## src/rtl/uart_tx_serializer_if.sv

```systemverilog
// Signal bundle between the TX FIFO read port, the UART transmit serializer
// and the serial pin. The serializer connects through the slave modport.
interface uart_tx_serializer_if #(
    parameter int WIDTH = 8
);
    logic             fifo_empty;
    logic             fifo_rd_en;
    logic [WIDTH-1:0] fifo_r_data;
    logic             tx;
    logic             busy;
    logic             done;

    // FIFO / pin side: supplies FIFO status and data, observes the line.
    modport master (
        output fifo_empty,
        output fifo_r_data,
        input  fifo_rd_en,
        input  tx,
        input  busy,
        input  done
    );

    // Serializer side.
    modport slave (
        input  fifo_empty,
        input  fifo_r_data,
        output fifo_rd_en,
        output tx,
        output busy,
        output done
    );
endinterface

```

## src/rtl/uart_tx_serializer.sv

```systemverilog
// UART transmit serializer: pops a word from the TX FIFO and sends start, WIDTH data
// bits LSB first, optional parity (macro UART_TX_PARITY_EN) and one stop bit on tx.
module uart_tx_serializer #(
    parameter int WIDTH        = 8,
    parameter int CLKS_PER_BIT = 16,
    parameter int PARITY_ODD   = 0
) (
    input  logic                 clk,
    input  logic                 rst,
    uart_tx_serializer_if.slave  bus
);
    localparam int CNT_W = (CLKS_PER_BIT > 1) ? $clog2(CLKS_PER_BIT) : 1;
    localparam int BIT_W = (WIDTH > 1) ? $clog2(WIDTH) : 1;
    localparam logic [CNT_W-1:0] BAUD_LAST = CNT_W'(CLKS_PER_BIT - 1);
    localparam logic [BIT_W-1:0] BIT_LAST  = BIT_W'(WIDTH - 1);

    if (CLKS_PER_BIT < 2 || PARITY_ODD < 0 || PARITY_ODD > 1) begin : g_bad_params
        $error("uart_tx_serializer: CLKS_PER_BIT must be >= 2 and PARITY_ODD 0 or 1");
    end

    typedef enum logic [2:0] {
        IDLE,
        POP,
        LOAD,
        START,
        DATA,
`ifdef UART_TX_PARITY_EN
        PARITY,
`endif
        STOP
    } state_t;

    state_t           state_q, state_d;
    logic [CNT_W-1:0] baud_q, baud_d;
    logic [BIT_W-1:0] bit_q, bit_d;
    logic [WIDTH-1:0] shift_q, shift_d;
    logic             tx_q, tx_d;
    logic             busy_q;
    logic             baud_end;
`ifdef UART_TX_PARITY_EN
    logic             parity_q, parity_d;
`endif

    assign baud_end = (baud_q == BAUD_LAST);

    // NOTE: every signal driven here gets a default first, so no path can infer a latch.
    always_comb begin
        state_d = state_q;
        baud_d  = baud_q;
        bit_d   = bit_q;
        shift_d = shift_q;
`ifdef UART_TX_PARITY_EN
        parity_d = parity_q;
`endif

        // The baud counter free-runs through every on-line state and wraps per bit.
        if (state_q == START || state_q == DATA || state_q == STOP
`ifdef UART_TX_PARITY_EN
            || state_q == PARITY
`endif
           ) begin
            baud_d = baud_end ? '0 : baud_q + CNT_W'(1);
        end

        unique case (state_q)
            IDLE: begin
                if (!bus.fifo_empty) state_d = POP;
            end
            POP: begin
                state_d = LOAD;
            end
            LOAD: begin
                shift_d = bus.fifo_r_data;
                baud_d  = '0;
`ifdef UART_TX_PARITY_EN
                parity_d = (^bus.fifo_r_data) ^ (PARITY_ODD != 0);
`endif
                state_d = START;
            end
            START: begin
                if (baud_end) begin
                    bit_d   = '0;
                    state_d = DATA;
                end
            end
            DATA: begin
                if (baud_end) begin
                    shift_d = shift_q >> 1;
                    if (bit_q == BIT_LAST) begin
                        bit_d = '0;
`ifdef UART_TX_PARITY_EN
                        state_d = PARITY;
`else
                        state_d = STOP;
`endif
                    end else begin
                        bit_d = bit_q + BIT_W'(1);
                    end
                end
            end
`ifdef UART_TX_PARITY_EN
            PARITY: begin
                if (baud_end) state_d = STOP;
            end
`endif
            STOP: begin
                if (baud_end) state_d = IDLE;
            end
            default: begin
                state_d = IDLE;
            end
        endcase
    end

    // tx is computed from the next state so the registered pin changes on the
    // same edge as the state, with no decode glitches reaching the line.
    always_comb begin
        tx_d = 1'b1;
        unique case (state_d)
            START:   tx_d = 1'b0;
            DATA:    tx_d = shift_d[0];
`ifdef UART_TX_PARITY_EN
            PARITY:  tx_d = parity_d;
`endif
            default: tx_d = 1'b1;
        endcase
    end

    // NOTE: sequential state is updated with non-blocking assignments only; the
    // datapath registers are reset as well so a frame aborted by rst leaves nothing behind.
    always_ff @(posedge clk) begin
        if (rst) begin
            state_q  <= IDLE;
            baud_q   <= '0;
            bit_q    <= '0;
            shift_q  <= '0;
            tx_q     <= 1'b1;
            busy_q   <= 1'b0;
`ifdef UART_TX_PARITY_EN
            parity_q <= 1'b0;
`endif
        end else begin
            state_q  <= state_d;
            baud_q   <= baud_d;
            bit_q    <= bit_d;
            shift_q  <= shift_d;
            tx_q     <= tx_d;
            busy_q   <= (state_q != IDLE);
`ifdef UART_TX_PARITY_EN
            parity_q <= parity_d;
`endif
        end
    end

    assign bus.tx         = tx_q;
    assign bus.busy       = busy_q;
    assign bus.fifo_rd_en = (state_q == POP);
    assign bus.done       = (state_q == STOP) && baud_end;
endmodule
```

## src/flat_wrapper.sv

```systemverilog
// flat-port wrapper written by rule: the top's interface ports become plain ports
module uart_tx_serializer_flat 
#(
    parameter int WIDTH        = 8,
    parameter int CLKS_PER_BIT = 16,
    parameter int PARITY_ODD   = 0
)
  (clk, rst, bus_fifo_empty, bus_fifo_r_data, bus_fifo_rd_en, bus_tx, bus_busy, bus_done);
  uart_tx_serializer_if #(.WIDTH(WIDTH)) bus_i ();
  input  logic clk;
  input  logic rst;
  input wire logic [$bits(bus_i.fifo_empty)-1:0] bus_fifo_empty;
  input wire logic [$bits(bus_i.fifo_r_data)-1:0] bus_fifo_r_data;
  output wire logic [$bits(bus_i.fifo_rd_en)-1:0] bus_fifo_rd_en;
  output wire logic [$bits(bus_i.tx)-1:0] bus_tx;
  output wire logic [$bits(bus_i.busy)-1:0] bus_busy;
  output wire logic [$bits(bus_i.done)-1:0] bus_done;
  assign bus_i.fifo_empty = bus_fifo_empty;
  assign bus_i.fifo_r_data = bus_fifo_r_data;
  assign bus_fifo_rd_en = bus_i.fifo_rd_en;
  assign bus_tx = bus_i.tx;
  assign bus_busy = bus_i.busy;
  assign bus_done = bus_i.done;
  uart_tx_serializer #(.WIDTH(WIDTH), .CLKS_PER_BIT(CLKS_PER_BIT), .PARITY_ODD(PARITY_ODD)) u_core (.clk(clk), .rst(rst), .bus(bus_i));
endmodule
```

## config.mk

```make
export PLATFORM = sky130hd
export DESIGN_NAME = uart_tx_serializer_flat
export DESIGN_NICKNAME = d
export VERILOG_FILES = /design/src/rtl/uart_tx_serializer_if.sv /design/src/rtl/uart_tx_serializer.sv /design/src/flat_wrapper.sv
export SDC_FILE = /design/constraint.sdc
export NUM_CORES = 1
export LEC_CHECK = 0
export CELL_PAD_IN_SITES_DETAIL_PLACEMENT = 2
export CELL_PAD_IN_SITES_GLOBAL_PLACEMENT = 2
export CORE_MARGIN = 2
export CORE_UTILIZATION = 35
export CTS_BUF_LIST = sky130_fd_sc_hd__clkbuf_4 sky130_fd_sc_hd__clkbuf_8
export CTS_CLUSTER_DIAMETER = 60
export CTS_CLUSTER_SIZE = 14
export DETAILED_ROUTE_END_ITERATION = 8
export PLACE_DENSITY = 0.82
export SLEW_MARGIN = 5
export SYNTH_ARGS = -nofsm -noshare
export SYNTH_HDL_FRONTEND = slang
export SYNTH_SLANG_ARGS = --single-unit
```

## constraint.sdc

```tcl
create_clock -name clk -period 4.5 [get_ports clk]
set_input_delay 0.675 -clock clk [delete_from_list [all_inputs] [get_ports clk]]
set_output_delay 0.675 -clock clk [all_outputs]
set_load 0.05 [all_outputs]
```

### After elaboration in Yosys (flattened, before gate mapping)

Cells that the tools add are included.

| storage, ports and cells | value |
|---|---|
| register bits after elaboration | 20 |
| bits of input ports | 11 |
| output and inout port bits | 4 |
| word-level logic and storage cells | 44 |

| operators by class | value |
|---|---|
| add/subtract/negate cells | 2 |
| equality and inequality tests | 11 |
| multiplexer cells | 14 |
| reductions and logical operators | 10 |

Operators by type and width:

| cell | count |
|---|---|
| 3-bit 2-to-1 mux | 8 |
| 3-bit one-hot mux with 6 select lines | 1 |
| 8-bit one-hot mux with 2 select lines | 1 |
| 3-bit equality test, second input constant | 4 |
| 3-bit by 2-bit equality test with 1-bit output, second input constant | 3 |
| 8-bit 2-to-1 mux | 1 |
| 3-bit one-hot mux with 2 select lines | 1 |
| 4-bit by 1-bit adder with 4-bit output, second input constant | 1 |
| 4-bit equality test, second input constant | 1 |
| 4-bit 2-to-1 mux | 1 |
| 2-bit by 1-bit inequality test with 1-bit output, second input constant | 2 |
| 2-bit nonzero test | 2 |
| 3-bit by 1-bit adder with 3-bit output, second input constant | 1 |
| 3-bit by 1-bit equality test with 1-bit output, second input constant | 1 |
| 3-bit zero test | 1 |
| 3-bit AND reduction | 1 |
| 3-bit nonzero test | 1 |
| 1-bit logical OR | 2 |
| 1-bit one-hot mux with 2 select lines | 1 |
| 2-bit AND reduction | 1 |
| 2-bit OR reduction | 1 |
| 1-bit logical AND | 1 |

### Longest topological paths before layout

| depth | value |
|---|---|
| depth after elaboration | 6 |
| mapped depth | 7 |
| mapped depth without buffers | 6 |

### Worst setup path before layout

OpenSTA, ideal clock, no wires.

| path | value |
|---|---|
| path type | reg-to-output |
| from | register u_core.state_q[0] |
| to | output port bus_done |
| arrival time | 1.487 ns |
| required time | 3.825 ns |
| slack | 2.338 ns |
| stages on the path, launching flop included | 4 |
| path buffers | 1 |
| cell sequence | dfxtp_1 buf_2 nand4_1 nor2b_1 |

| between the ends | value |
|---|---|
| cells in the longest elaborated chain, start to end | 2 |

Ends and longest elaborated chain:

| item | line | source |
|---|---|---|
| start, declared | uart_tx_serializer.sv:33 | `state_t state_q, state_d;` |
| start signal, assigned | uart_tx_serializer.sv:143 | `state_q <= state_d;` |
| 3-bit equality test | uart_tx_serializer.sv:158 | `assign bus.done = (state_q == STOP) && baud_end;` |
| 1-bit logical AND | uart_tx_serializer.sv:158 |  |
| end, declared | flat_wrapper.sv:17 | `output wire logic [$bits(bus_i.done)-1:0] bus_done;` |

No other way between the ends.

### Worst setup path after layout

| path | value |
|---|---|
| from | register u_core.state_q[2] |
| to | output port bus_done |

Same word-level chain as after synthesis.

==> results.json <==
{
  "post-dp-hpwl_um": 1883,
  "final.setup.tns_ps": 0,
  "vias": 896,
  "setup_violations": 0,
  "ant_nets": 0,
  "fin_skew_ps": 8.855,
  "area_growth_pct": 18.08,
  "track_usage_pct": 17.44,
  "cap_viol_max_count": 0,
  "firstDrtPassIters": 2,
  "start_kind": "flip-flop",
  "ys_ff_latch": 20,
  "slew_headroom_pct": 48.20,
  "ys_seq_area_share_pct": 39.36,
  "grt_pass1_wl_um": 4505,
  "synthFlopType": "dfxtp_1",
  "synthTopCellsByArea": "dfxtp_1 39%, a21oi_1 5.4%, a22oi_1 5.2%, nand2_1 5.2%, nor2_1 4.1%",
  "worst_slack_ps": 1555,
  "syn_nets": 132,
  "crit_type": "reg -> out",
  "rows": 19,
  "fp.dieH_um": 57.91,
  "design_area_um2": 1201,
  "hold_depth": 2,
  "avgSynthCellArea_um2": 8.621,
  "cts_setup_buffers": 0,
  "start_util_pct": 36.89,
  "synth_async_sr_flop_share_pct": 0,
  "gp_congestion": 0.8162,
  "overflow": 0,
  "placed_area_um2": 1149,
  "yosysWarningCount": 0,
  "worstSetupStartpoint": "u_core.state_q[2]$_SDFF_PP0_",
  "worst_pin_slew_ps": 773.6,
  "status": "completed",
  "required_ps": 3830,
  "first_global_vias": 982,
  "drt-initial-drc-count": 24,
  "grt_max_degree": 20,
  "grt_setup_unrepaired": "false",
  "drive_above_1_share_pct": 7.813,
  "synth_top_area_share_pct": 39.36,
  "post_drt_wl_per_cell_um": 16.06,
  "yosysTopAreaCell": "dfxtp_1",
  "pre_cts_ws_ps": 1918,
  "peakVddDrop_uv": 213.1,
  "finalCritPeriodShare_pct": 65.44,
  "r2r_start": "u_core.state_q[1]$_SDFF_PP0_",
  "arrival_ps": 2270,
  "die_area_um2": 3354,
  "clock-root-buffer": "clkbuf_4",
  "io_buffers": 14,
  "powerDensity_nw_per_um2": 327.3,
  "die_w_um": 57.91,
  "cts.repair.resized": 0,
  "holdBufCountCts": 0,
  "cts_tree": "done",
  "clk_pin_slew_ps": 120,
  "r2r_setup_slack_ps": 2140,
  "ioPinCount": 15,
  "numCtsBuffers": 3,
  "clk_latency_ps": 300,
  "fin_nets": 143,
  "synthCells": 118,
  "finalCriticalPeriod_ps": 2945,
  "worstHoldEndpoint": "u_core.shift_q[2]$_SDFFE_PP0P_",
  "final_util_pct": 43.56,
  "synth_edf_count": 0,
  "stdcell_count": 159,
  "ys_types": 35,
  "diodes": 0,
  "max_freq_mhz": 339.6,
  "ff2ff_path_depth": 4,
  "cts_sinks": 20,
  "cts_max_level": 1,
  "cp_max_fo": 14,
  "drcViolationCount": 0,
  "cts_buffer_depth": 2,
  "endpoint_kind": "primary output",
  "p_total_mw": 0.3931,
  "hold_path_startpoint": "u_core.shift_q[2]$_SDFFE_PP0P_",
  "min-delay-path-class": "reg -> reg",
  "drt_wl_total_um": 2554,
  "slew_violations": 0,
  "avgViaCountPerCell": 5.635,
  "hold_violations": 0,
  "core_um2": 2758,
  "reg2reg_to": "u_core.bus.tx$_SDFF_PP1_",
  "synth_area_um2": 1017,
  "whs_ps": 467.9,
  "leakage_nw": 0.4400,
  "antenna_found_initial": 0,
  "dp.cells": 155
}
## cell families (layout without fill, tap and decap cells)
| group | Yosys count | count (layout) | share of synthesized area (%) |
|---|---|---|---|
| AND/OR/NAND/NOR | 47 | 47 | 25.46 |
| AO/OA/AOI/OAI | 33 | 33 | 21.77 |
| flip-flops | 20 | 20 | 39.36 |
| buffers and inverters | 11 | 21 | 5.780 |
| multiplexers | 4 | 4 | 3.936 |
| adder cells (fa/ha/maj) | 3 | 3 | 3.690 |
## power by group
| group | internal, mW | switching, mW | total [mW] |
|---|---|---|---|
| clock | 0.0900 | 0.0577 | 0.148 |
| combinational | 0.0241 | 0.0281 | 0.0522 |
| sequential | 0.184 | 0.00893 | 0.193 |
| total | 0.298 | 0.0948 | 0.393 |
## sequential cells by signal, indices dropped and copies added (netlist names)
signal and count:
u_core.bit_q 3, u_core.bus.tx 1, u_core.baud_q 4, u_core.state_q 3, u_core.shift_q 8, u_core.bus.busy 1
## per-layer routing
metal  vias up  GRT usage, %  part of all wire, %
met5         -             0                    0
met4         0         3.987                 0.51
met3         2         4.464                  3.1
met2        12         32.47                   50
met1       442         19.81                   46
li1        440             -                    -
## worst max path at each step
| stage | end | slack (ps) | cells after the start |
|---|---|---|---|
| after CTS | bus_done | 1530 | 3 |
| after floorplan | bus_done | 2340 | 3 |
| final | bus_done | 1560 | 3 |
| after global placement | bus_done | 1950 | 3 |
| after global routing | bus_done | 1400 | 3 |
| after detailed placement | bus_done | 1920 | 3 |
## Yosys cell counts (2+ instances only)
| cell | n |
|---|---|
| a21oi_1 | 11 |
| a22oi_1 | 7 |
| a2bb2oi_1 | 2 |
| and2_1 | 2 |
| and3_1 | 2 |
| buf_2 | 2 |
| buf_6 | 2 |
| clkbuf_1 | 4 |
| dfxtp_1 | 20 |
| ha_1 | 3 |
| inv_1 | 3 |
| mux2i_1 | 4 |
| nand2_1 | 14 |
| nand2b_1 | 2 |
| nand3_1 | 2 |
| nand4_1 | 2 |
| nor2_1 | 11 |
| nor2b_1 | 3 |
| nor3_1 | 2 |
| o21ai_0 | 5 |
## worst max-delay path: stages (launching register included)
cell and delay (ps):
dfxtp_1 630, nor2b_2 350, nor2b_1 170, clkdlybuf4s50_1 810
## cells in the final DEF (no fill, tap or decap), types with 2 or more instances in the layout
cell type and instances:
dfxtp_1 20, clkbuf_4 3, and2_1 2, nand2_1 14
nor3_1 2, nor2_1 11, ha_1 3, nand2b_1 2
clkdlybuf4s50_1 14, a22oi_1 7, a21oi_1 11, and3_1 2
nor2b_1 3, mux2i_1 4, inv_1 3, nand4_1 2
a2bb2oi_1 2, o21ai_0 5, nand3_1 2
## final cells by class
| cell class | instances | area (µm²) |
|---|---|---|
| Fill cell | 334 | 1556 |
| Multi-Input combinational cell | 87 | 558.0 |
| Sequential cell | 20 | 400.4 |
| Timing Repair Buffer | 14 | 140.1 |
| Tap cell | 31 | 38.79 |
| Clock inverter | 1 | 30.03 |
| Clock buffer | 3 | 22.52 |
| Inverter | 3 | 11.26 |
Note: power is estimated with default switching activity, not from simulation.
